===== src/rtl/div_unit.sv =====
// Iterative RV32M divider: restoring shift-subtract, one quotient bit per cycle.
// Latency WIDTH+2 cycles (1 for divide-by-zero/overflow); stall on o_busy, no backpressure.

module carry_4 (
    input  logic       ci,
    input  logic       cyinit,
    input  logic [3:0] di,
    input  logic [3:0] s,
    output logic [3:0] o,
    output logic [3:0] co
);
    logic [4:0] c;

    always_comb begin
        c[0] = ci | cyinit;
        for (int i = 0; i < 4; i++) begin
            o[i]     = s[i] ^ c[i];
            c[i + 1] = s[i] ? c[i] : di[i];
        end
        co = c[4:1];
    end
endmodule

module div_unit #(
    parameter int WIDTH = 32
) (
    input  logic             i_clk,
    input  logic             i_rst,
    input  logic             i_start,
    input  logic [1:0]       i_op,
    input  logic [WIDTH-1:0] i_dividend,
    input  logic [WIDTH-1:0] i_divisor,
    input  logic             i_kill,
    output logic             o_busy,
    output logic             o_done,
    output logic [WIDTH-1:0] o_result
);
    localparam int NS = WIDTH / 4 + 1;
    localparam int NB = 4 * NS;
    localparam int CW = $clog2(WIDTH);
    localparam logic [WIDTH-1:0] MIN_NEG = {1'b1, {(WIDTH-1){1'b0}}};

    typedef enum logic [1:0] {S_IDLE, S_RUN, S_FIX, S_DONE} state_t;

    state_t           state_q, state_d;
    logic [WIDTH:0]   rem_q, rem_d;
    logic [WIDTH-1:0] quo_q, quo_d;
    logic [WIDTH-1:0] dvs_q, dvs_d;
    logic [CW-1:0]    cnt_q, cnt_d;
    logic [1:0]       op_q, op_d;
    logic             qneg_q, qneg_d;
    logic             rneg_q, rneg_d;
    logic [WIDTH-1:0] result_q, result_d;

    // Subtractor: t - {0,divisor} over a chain of carry_4 slices
    logic [WIDTH:0] t;
    logic [NB-1:0]  t_pad, d_pad, s_pad, o_pad, co_pad;
    logic [NS:0]    chain;
    logic           no_borrow;

    assign t      = {rem_q[WIDTH-1:0], quo_q[WIDTH-1]};
    assign t_pad  = NB'(t);
    assign d_pad  = NB'({1'b0, dvs_q});
    assign s_pad  = t_pad ^ ~d_pad;
    assign chain[0] = 1'b0;

    for (genvar g = 0; g < NS; g++) begin : g_slice
        carry_4 u_c4 (
            .ci     (chain[g]),
            .cyinit (g == 0),
            .di     (t_pad[4*g +: 4]),
            .s      (s_pad[4*g +: 4]),
            .o      (o_pad[4*g +: 4]),
            .co     (co_pad[4*g +: 4])
        );
        assign chain[g + 1] = co_pad[4*g + 3];
    end

    assign no_borrow = co_pad[WIDTH];

    // Restoring division keeps rem below the divisor, so its top bit never feeds back
    logic unused_bits;
    assign unused_bits = ^{o_pad[NB-1:WIDTH+1], co_pad, chain[NS], rem_q[WIDTH]};

    logic             sgn, a_neg, b_neg;
    logic [WIDTH-1:0] a_abs, b_abs, q_fix, r_fix;

    always_comb begin
        state_d  = state_q;
        rem_d    = rem_q;
        quo_d    = quo_q;
        dvs_d    = dvs_q;
        cnt_d    = cnt_q;
        op_d     = op_q;
        qneg_d   = qneg_q;
        rneg_d   = rneg_q;
        result_d = result_q;
        sgn      = ~i_op[0];
        a_neg    = sgn & i_dividend[WIDTH-1];
        b_neg    = sgn & i_divisor[WIDTH-1];
        a_abs    = a_neg ? -i_dividend : i_dividend;
        b_abs    = b_neg ? -i_divisor : i_divisor;
        q_fix    = (qneg_q && !op_q[0]) ? -quo_q : quo_q;
        r_fix    = (rneg_q && !op_q[0]) ? -rem_q[WIDTH-1:0] : rem_q[WIDTH-1:0];

        if (i_kill) begin
            state_d = S_IDLE;
        end else begin
            case (state_q)
                S_IDLE, S_DONE: begin
                    state_d = S_IDLE;
                    if (i_start) begin
                        op_d   = i_op;
                        qneg_d = a_neg ^ b_neg;
                        rneg_d = a_neg;
                        if (i_divisor == '0) begin
                            result_d = i_op[1] ? i_dividend : '1;
                            state_d  = S_DONE;
                        end else if (sgn && i_dividend == MIN_NEG && i_divisor == '1) begin
                            result_d = i_op[1] ? '0 : MIN_NEG;
                            state_d  = S_DONE;
                        end else begin
                            rem_d   = '0;
                            quo_d   = a_abs;
                            dvs_d   = b_abs;
                            cnt_d   = CW'(WIDTH - 1);
                            state_d = S_RUN;
                        end
                    end
                end
                S_RUN: begin
                    rem_d = no_borrow ? o_pad[WIDTH:0] : t;
                    quo_d = {quo_q[WIDTH-2:0], no_borrow};
                    if (cnt_q == '0) state_d = S_FIX;
                    else             cnt_d   = cnt_q - 1'b1;
                end
                S_FIX: begin
                    result_d = op_q[1] ? r_fix : q_fix;
                    state_d  = S_DONE;
                end
                default: state_d = S_IDLE;
            endcase
        end
    end

    always_ff @(posedge i_clk) begin
        if (i_rst) begin
            state_q  <= S_IDLE;
            rem_q    <= '0;
            quo_q    <= '0;
            dvs_q    <= '0;
            cnt_q    <= '0;
            op_q     <= '0;
            qneg_q   <= 1'b0;
            rneg_q   <= 1'b0;
            result_q <= '0;
        end else begin
            state_q  <= state_d;
            rem_q    <= rem_d;
            quo_q    <= quo_d;
            dvs_q    <= dvs_d;
            cnt_q    <= cnt_d;
            op_q     <= op_d;
            qneg_q   <= qneg_d;
            rneg_q   <= rneg_d;
            result_q <= result_d;
        end
    end

    assign o_busy   = (state_q == S_RUN) || (state_q == S_FIX);
    assign o_done   = (state_q == S_DONE);
    assign o_result = result_q;
endmodule


===== config.mk =====
export PLATFORM = sky130hd
export DESIGN_NAME = div_unit
export DESIGN_NICKNAME = d
export VERILOG_FILES = /design/src/rtl/div_unit.sv
export SDC_FILE = /design/constraint.sdc
export NUM_CORES = 1
export LEC_CHECK = 0
export CORE_ASPECT_RATIO = 0.75
export CORE_MARGIN = 2
export CORE_UTILIZATION = 45
export DETAILED_ROUTE_END_ITERATION = 10
export GPL_TIMING_DRIVEN = 0
export PLACE_DENSITY = 0.68
export RECOVER_POWER = 100
export REMOVE_ABC_BUFFERS = 1
export SLEW_MARGIN = 5
export SYNTH_ARGS = -nofsm -noshare
export SYNTH_HDL_FRONTEND = slang
export SYNTH_SLANG_ARGS = --single-unit

===== constraint.sdc =====
create_clock -name i_clk -period 3.16 [get_ports i_clk]
set_clock_uncertainty 0.05 [all_clocks]
set_input_delay 0.79 -clock i_clk [delete_from_list [all_inputs] [get_ports i_clk]]
set_output_delay 0.79 -clock i_clk [all_outputs]
set_load 0.02 [all_outputs]

==> flow_metrics.py, run 1 <==
metrics = {
    "critical_path": {
        "end_kind": "flop",
        "crit_top_cell": "buf_4",
        "critical_path_arrival_ns": 3.39,
        "regToRegSetupSlack_ns": 0.07,
        "cp_max_fo": 7,
        "reg2reg_from": "quo_q[31]",
        "r2r_end": "rem_q[9]",
        "reg2regPathDepth": 13,
        "timing.critical_path.buf_inv": 3,
        "worstPathCellList": "clkdlybuf4s15_1 -> or4_4 -> nor4_4 -> and4b_2 -> a221oi_4 -> o21a_4 -> and2_4 -> buf_4 -> buf_4 -> mux2i_1 -> nor2_1",
        "cp.depth": 11,
        "startpoint_type": "input port",
        "cp.required_ns": 3.42,
        "max_stage_delay_ns": 0.58,
        "slowest_stage": "or4_4",
        "cp_top_family": "simple AND/OR/NAND/NOR gates",
        "path_class": "in2reg",
    },
    "sta": {
        "slew_viol_final": 0,
        "max-slew-margin-rel_pct": 18.0,
        "finalHoldViolations": 0,
        "fmax_mhz": 320,
        "rsz0062_at_grt": "yes",
        "fin_crit_sh_pct": 99.0,
        "finalCriticalPeriod_ns": 3.13,
        "worst_pin_slew_ns": 1.23,
        "finalSetupViolations": 0,
    },
    "detailed_routing": {
        "wl_per_cell_um": 19.0,
        "drc": 0,
        "top_layer": "met4",
        "dr.first_iter.drc_count": 997,
        "routed_wl_um": 35400,
        "first_pass_iters": 7,
        "wl_met1_um": 16300,
        "routed_via_density": 6.01,
        "drtAntennaViolNets": 0,
        "vias": 11200,
        "routed-wl-met2_um": 15600,
        "route.met3.wl_um": 2710,
    },
    "floorplan": {
        "coreArea_um2": 23200,
        "start_util_pct": 46.2,
        "dieArea_um2": 25100,
        "die_w_um": 182,
        "die_h_um": 138,
        "pin_count": 104,
        "rows": 48,
    },
    "placement": {
        "portBuffers": 103,
        "post-dp-hpwl_um": 22500,
        "place_area_um2": 11900,
        "gp_congestion": 0.874,
    },
    "layout": {
        "drive_above_1_share_pct": 13.4,
        "layout_common_cells": "nand2_1 (176), nor2_1 (138), dfxtp_1 (128)",
        "area_growth_pct": 27.2,
        "fin_util_pct": 58.8,
        "final_common_cell": "nand2_1",
        "nets": 1636,
        "design_area_um2": 13600,
    },
    "clocking": {
        "cts.sinks": 139,
        "root_buffer": "clkbuf_16",
        "cts.path.max_buffers": 2,
        "path_clk_slew_ns": 0.06,
        "clk_latency_ns": 0.44,
        "cts_tree": "yes",
        "cts_buffers": 17,
        "h-tree-depth": 4,
        "holdBufCountCts": 0,
    },
    "grt": {
        "grt_max_degree": 80,
        "grt_pass1_vias": 10300,
        "grt_overflow": 0,
        "grt_pass1_wl_um": 55600,
        "track_usage_pct": 27.9,
        "antenna_found_initial": 0,
    },
    "hold_path": {
        "worstHoldPathType": "reg2reg",
        "hold_start": "o_result[29]",
        "holdPathEnd": "o_result[29]",
        "holdPathStages": 2,
    },
    "yosys": {
        "yosys_warnings": 0,
        "synth.avg_cell_area_um2": 7.33,
        "synth_fa_ha_area_share_pct": 2.60,
        "synth_top_family_by_area": "compound AO/OA/AOI/OAI gates",
        "synth_flop_cell": "dfxtp_1",
        "syn_inst": 1463,
        "ys_types": 89,
        "synth_xor_area_share_pct": 14.1,
        "synthSimpleGateAreaFrac_pct": 25.3,
        "async_flop_share_pct": 0,
        "synth_seq_cells": 139,
        "yosysSeqAreaShare_pct": 26.0,
        "syn_area_um2": 10700,
        "synth_edf_count": 0,
        "synth_mux_area_share_pct": 0.572,
        "synth_compound_area_share_pct": 25.8,
    },
    "run": {
        "maxCapViolations": 0,
    },
    "power_and_ir_drop": {
        "p_per_area_nw_per_um2": 392,
        "power_leakage_nw": 4.98,
        "ir_worst_vdd_mv": 0.410,
    },
    "outcome": {
        "status": "complete, no violations",
    },
}
registers in the layout, indices dropped and copies added (netlist names):
register / flops
state_q: 2
op_q: 2
cnt_q: 5
qneg_q: 1
o_result: 32
dvs_q: 32
rem_q: 32
rneg_q: 1
quo_q: 32
Yosys cell counts, drive strengths merged, types with 11 or more instances:
library cell	count	share of area, %
maj3	14	1.3
a211oi	38	2.7
nor4	22	1.7
nand4	13	0.82
a311oi	11	0.90
or4	13	0.98
or3	12	0.70
dfxtp	139	26
nor2b	44	2.6
a31oi	18	1.1
xor2	64	5.2
o41ai	12	1.3
clkbuf	83	2.9
o311ai	18	1.5
buf	19	0.90
xnor2	108	8.8
o211ai	40	2.8
a21oi	90	4.3
nand3	41	2.0
nor2	143	5.0
nor3	31	1.5
o31ai	15	1.1
nand2b	29	1.7
inv	55	1.9
nand2	179	6.3
ha	11	1.3
o21ai	120	5.7
worst min-delay path: cells and delay by family, from the launching register on:
kind            cells  cell delay, ns
compound gates      1            0.05
flops               1            0.33
simple gates        1            0.06
where the power goes:
group | internal (W) | switching, W | leakage (nW)
clock network | 0.00134 | 0.000866 | 0.291
registers | 0.00183 | 0.000113 | 1.14
logic | 0.000492 | 0.000699 | 3.55
total | 0.00366 | 0.00168 | 4.98
worst max-delay path by stage:
stage	from	to	slack, ns
3_3_place_gp	i_rst	rem_q[29]	-3.66
4_1_cts	quo_q[31]	rem_q[9]	-0.03
3_5_place_dp	i_dividend[10]	rem_q[9]	-2.43
2_1_floorplan	i_op[0]	dvs_q[31]	-1.09
6_report	i_divisor[20]	quo_q[21]	0.03
5_1_grt	quo_q[31]	rem_q[21]	-0.07
layer usage:
| metal | global-route usage, % | vias to the layer above |
|---|---|---|
| met2 | 43.9 | 430 |
| met4 | 8.83 | 0 |
| li1 | - | 5413 |
| met1 | 38.5 | 5324 |
| met3 | 5.42 | 60 |
| met5 | 0 | - |
timing repair:
item	in CTS	in global routing
resized for setup	103	80
setup endpoints to repair	134	100
cloned	8	3
pin swaps	28	21
setup buffers	33	19
stage by stage:
stage,total power (W),std cells,hold WS [ns],setup TNS (ns),worst slack [ns]
after global placement,0.00297,1764,0.422,-359.99,-3.66
after detailed placement,0.00301,1773,0.425,-199.11,-2.43
after global routing,0.00555,1867,0.451,-0.366,-0.0674
after CTS,0.00528,1845,0.436,-0.0281,-0.0281
after floorplan,0.00262,1361,0.396,-71.72,-1.09
final,0.00534,1868,0.436,0,0.0327
kinds of logic after synthesis:
group	Yosys count
AO/OA/AOI/OAI	409
XOR/XNOR	172
adder cells (fa/ha/maj)	25
buffers and inverters	157
flip-flops	139
multiplexers	6
AND/OR/NAND/NOR	555
layout make-up:
cell class                      instances  area (um^2)
Antenna cell                            1         2.50
Clock buffer                           18          439
Clock inverter                         13          193
Fill cell                            2072         9550
Inverter                               55          209
Multi-Input combinational cell       1174         7850
Sequential cell                       139         2800
Tap cell                              300          375
Timing Repair Buffer                  168         1760
No activity file was read; power rests on OpenSTA's default activity.
==> run 2, diff against run 1 <==
PLACE_DENSITY = 0.65   (was 0.68)
clock period = 3.3 ns   (was 3.16 ns; I/O delays follow)
==> run 2 against run 1 <==
Register-to-register slack about the same. Clock power down 11%. Worst setup slack better by 0.011 ns. Combinational power down 8%. Die area unchanged. Sequential cell count unchanged. Via count down 0.38%. Sequential share of layout area up 0.15 points. Utilization down 0.66 points.
==> flow_metrics.py, run 2 (synthesis gave the netlist of run 1 again) <==
metrics = {
    "layout": {
        "final_common_cell": "nand2_1",
        "nets": 1627,
        "fin_cells": 1860,
        "design_area_um2": 13500,
        "drive_above_1_share_pct": 11.6,
        "layout_common_cells": "nand2_1 (176), nor2_1 (139), dfxtp_1 (137)",
        "area_growth_pct": 25.8,
    },
    "power_and_ir_drop": {
        "p_per_area_nw_per_um2": 365,
        "ir_worst_vdd_mv": 0.368,
        "power_w": 0.00492,
        "power_leakage_nw": 4.79,
    },
    "critical_path": {
        "crit_top_cell": "nor3_4",
        "critical_path_arrival_ns": 3.52,
        "path_class": "in2reg",
        "cp.required_ns": 3.57,
        "timing.critical_path.buf_inv": 3,
        "cp_max_fo": 7,
        "cp_top_family": "simple AND/OR/NAND/NOR gates",
        "worstPathCellList": "clkdlybuf4s50_1 -> nor4_4 -> nand4_1 -> buf_4 -> nor3_4 -> a221oi_4 -> o211ai_4 -> nor3_4 -> buf_6 -> a32o_1 -> or3_1",
        "startpoint_type": "input port",
        "max_stage_delay_ns": 0.58,
        "end_kind": "flop",
        "slowest_stage": "clkdlybuf4s50_1",
    },
    "grt": {
        "grt_pass1_wl_um": 55900,
        "grt_overflow": 0,
        "grt_max_degree": 72,
        "grtUsageMet2_pct": 43.9,
        "antenna_found_initial": 1,
        "met3_usage_pct": 5.71,
        "use_met1_pct": 39.8,
        "track_usage_pct": 28.1,
        "busiest_layer": "met2",
        "grt_pass1_vias": 10200,
    },
    "detailed_routing": {
        "routed_via_density": 6.01,
        "vias": 11200,
        "first_pass_iters": 5,
        "dr.first_iter.drc_count": 1248,
        "drc": 0,
        "wl_per_cell_um": 18.8,
        "routed_wl_um": 35000,
        "drtAntennaViolNets": 0,
    },
    "sta": {
        "finalCriticalPeriod_ns": 3.26,
        "fin_crit_sh_pct": 98.7,
        "worst_pin_slew_ns": 1.24,
        "fmax_mhz": 307,
        "fin_ws_ns": 0.0432,
        "finalHoldViolations": 0,
        "finalSetupTns_ns": 0,
        "max-slew-margin-rel_pct": 17.4,
        "slew_viol_final": 0,
        "finalSetupViolations": 0,
    },
    "floorplan": {
        "die_h_um": 138,
        "rows": 48,
        "die_w_um": 182,
        "start_util_pct": 46.2,
        "dieArea_um2": 25100,
        "coreArea_um2": 23200,
        "pin_count": 104,
    },
    "placement": {
        "post-dp-hpwl_um": 22500,
        "dp_slack_ns": -2.42,
        "portBuffers": 103,
        "place_area_um2": 11900,
        "place_inst": 1774,
        "gp_congestion": 0.837,
    },
    "clocking": {
        "cts.sinks": 139,
        "root_buffer": "clkbuf_16",
        "cts.path.max_buffers": 2,
        "path_clk_slew_ns": 0.06,
        "h-tree-depth": 4,
        "cts_tree": "yes",
        "cts_buffers": 17,
        "clk_latency_ns": 0.44,
    },
    "hold_path": {
        "worstHoldPathType": "reg2reg",
    },
    "outcome": {
        "status": "complete, no violations",
    },
    "run": {
        "maxCapViolations": 0,
    },
}
## run 2: worst min-delay path, cell delays in order, from the launching register on
cell,delay (ns)
dfxtp_1,0.32
nand2_1,0.06
a21oi_1,0.05
## run 2: per-layer routing
layer	up-vias	wire, um
met5	-	0
met4	0	506
met3	42	2880
met2	419	15400
met1	5322	16200
li1	5401	-
## run 2: area by class of cell
class	instances	area, um^2
clock inverters	15	166
fillers	2157	9700
repair buffers	159	1690
flip-flops and latches	139	2790
well taps	300	375
diodes	1	2.50
multi-input cells	1174	7830
clock buffers	17	425
inverters	55	206
## run 2: repair_timing
action | CTS | global route
endpoints found under the setup margin | 134 | 67
hold buffers | 0 | 0
gates resized for setup | 94 | 44
pin swaps | 26 | 21
setup buffers | 35 | 8
cloned | 8 | 2
hold endpoints to repair | 0 | 0
## run 2: path summary, 6_finish.rpt
path / startpoint / to / slack (ns) / depth (start not counted)
max reg2reg: quo_q[31] / rem_q[9] / 0.08 / 13
min reg2reg: o_result[31] / o_result[31] / 0.43 / 2
min: o_result[31] / o_result[31] / 0.43 / 2
max: i_dividend[11] / rem_q[9] / 0.04 / 11
## run 2: where the power goes
group | internal (W) | switching (W)
registers | 0.00175 | 0.000104
logic | 0.000443 | 0.000651
clock network | 0.00113 | 0.000841
## run 2: metrics by stage
stage,utilization [%],hold WS (ns)
final,58.1,0.428
after global routing,58.1,0.454
after CTS,57.0,0.434
after detailed placement,51.5,0.424
after global placement,50.5,0.423
after floorplan,-,0.396
==> run 3, diff against run 2 <==
CTS_CLUSTER_SIZE = 10   (was default)
GPL_ROUTABILITY_DRIVEN = 1   (was default)
SKIP_CTS_REPAIR_TIMING = 1   (was default)
==> run 3 against run 2 <==
Largest cell class unchanged. Utilization fell by 0.081 points. Combinational power barely moved. Worst hold slack improved by 0.0083 ns. Maximum frequency fell by 0.69%.
==> flow_metrics.py, run 3 (synthesis gave the netlist of run 1 again) <==
metrics = {
    "grt": {
        "antenna_found_initial": 1,
        "use_met1_pct": 35.2,
        "met3_usage_pct": 4.12,
        "grtUsageMet2_pct": 41.8,
        "grt_max_degree": 71,
        "grt_pass1_vias": 9821,
        "grt_pass1_wl_um": 51500,
        "busiest_layer": "met2",
        "track_usage_pct": 25.4,
        "grt_overflow": 0,
    },
    "clocking": {
        "root_buffer": "clkbuf_16",
        "path_clk_slew_ns": 0.06,
        "clk_latency_ns": 0.44,
        "cts.path.max_buffers": 2,
        "cts_tree": "yes",
        "cts.sinks": 139,
        "cts_buffers": 17,
        "h-tree-depth": 4,
    },
    "floorplan": {
        "coreArea_um2": 23200,
        "rows": 48,
        "pin_count": 104,
        "start_util_pct": 46.2,
        "dieArea_um2": 25100,
        "die_w_um": 182,
        "die_h_um": 138,
    },
    "detailed_routing": {
        "first_pass_iters": 5,
        "routed_wl_um": 34900,
        "drc": 0,
        "drtAntennaViolNets": 0,
        "routed_via_density": 6.00,
        "vias": 11100,
        "wl_per_cell_um": 18.8,
        "dr.first_iter.drc_count": 1264,
    },
    "critical_path": {
        "cp_max_fo": 14,
        "worstPathCellList": "inv_4 -> ha_4 -> nor2_1 -> o41ai_4 -> o21ai_2 -> a32o_2 -> a211o_4 -> a21oi_4 -> o41ai_4 -> buf_6 -> nand2_8 -> o41ai_1 -> or3_1",
        "cp_top_family": "compound AO/OA/AOI/OAI gates",
        "timing.critical_path.buf_inv": 2,
        "critical_path_arrival_ns": 3.54,
        "max_stage_delay_ns": 0.40,
        "crit_top_cell": "o41ai_4",
        "path_class": "reg2reg",
        "end_kind": "flop",
        "slowest_stage": "a211o_4",
        "cp.required_ns": 3.56,
        "startpoint_type": "flop",
    },
    "power_and_ir_drop": {
        "p_per_area_nw_per_um2": 365,
        "ir_worst_vdd_mv": 0.361,
        "power_leakage_nw": 4.99,
        "power_w": 0.00491,
    },
    "layout": {
        "n_fill_cell": 2135,
        "fin_util_pct": 58.1,
        "final_common_cell": "nand2_1",
        "nets": 1623,
        "layout_common_cells": "nand2_1 (176), nor2_1 (139), dfxtp_1 (136)",
        "drive_above_1_share_pct": 11.5,
        "area_growth_pct": 25.6,
        "diodes": 0,
    },
    "sta": {
        "finalSetupTns_ns": 0,
        "fin_crit_sh_pct": 99.4,
        "max-slew-margin-rel_pct": 14.0,
        "finalCriticalPeriod_ns": 3.28,
        "fmax_mhz": 305,
        "worst_pin_slew_ns": 1.29,
        "fin_ws_ns": 0.0205,
        "finalSetupViolations": 0,
        "rsz0062_at_grt": "yes",
        "hold_slack_ns": 0.436,
        "slew_viol_final": 0,
        "finalHoldViolations": 0,
    },
    "hold_path": {
        "worstHoldPathType": "reg2reg",
    },
    "placement": {
        "dp_slack_ns": -2.42,
        "post-dp-hpwl_um": 22500,
        "portBuffers": 103,
        "gp_congestion": 0.837,
    },
    "run": {
        "maxCapViolations": 0,
    },
    "outcome": {
        "status": "complete, no violations",
    },
}
## run 3: final timing paths
kind | start | to | slack, ns | cells past startpoint
worst max register to register | quo_q[31] | rem_q[9] | 0.02 | 13
worst max-delay path | quo_q[31] | rem_q[9] | 0.02 | 13
worst min-delay path | cnt_q[0] | cnt_q[0] | 0.44 | 1
worst min register to register | cnt_q[0] | cnt_q[0] | 0.44 | 1
## run 3: power by group
group / switching [W] / leakage [nW] / internal (W)
Clock: 0.000833 / 0.292 / 0.00113
Combinational: 0.000649 / 3.57 / 0.000451
Sequential: 0.000104 / 1.13 / 0.00175
Total: 0.00159 / 4.99 / 0.00333
## run 3: worst reg2reg max path, stage by stage, from the launching register on
cell and delay, ns:
dfxtp_1 0.32, inv_4 0.11, ha_4 0.17, nor2_1 0.07, o41ai_4 0.34, o21ai_2 0.16, a32o_2 0.33, a211o_4 0.40
a21oi_4 0.20, o41ai_4 0.18, buf_6 0.23, nand2_8 0.15, o41ai_1 0.09, or3_1 0.36
## run 3: cell type report
cell class	count	area [um^2]	area share (%)
flip-flops and latches	139	2790	20.7
clock inverters	15	166	1.24
repair buffers	156	1710	12.7
inverters	55	209	1.55
clock buffers	17	425	3.16
multi-input cells	1173	7790	57.9
well taps	300	375	2.79
## run 3: per-layer routing
layer	vias up	share of wire, %
met5	-	0
met4	0	1.3
met3	37	7.9
met2	432	45
met1	5278	46
li1	5385	-
## run 3: per-stage QoR
step | cells | cell area [um^2]
floorplan | 1361 | 10300
global placement | 1764 | 11700
detailed placement | 1774 | 11900
CTS | 1806 | 12500
global route | 1855 | 13500
finish | 1855 | 13500
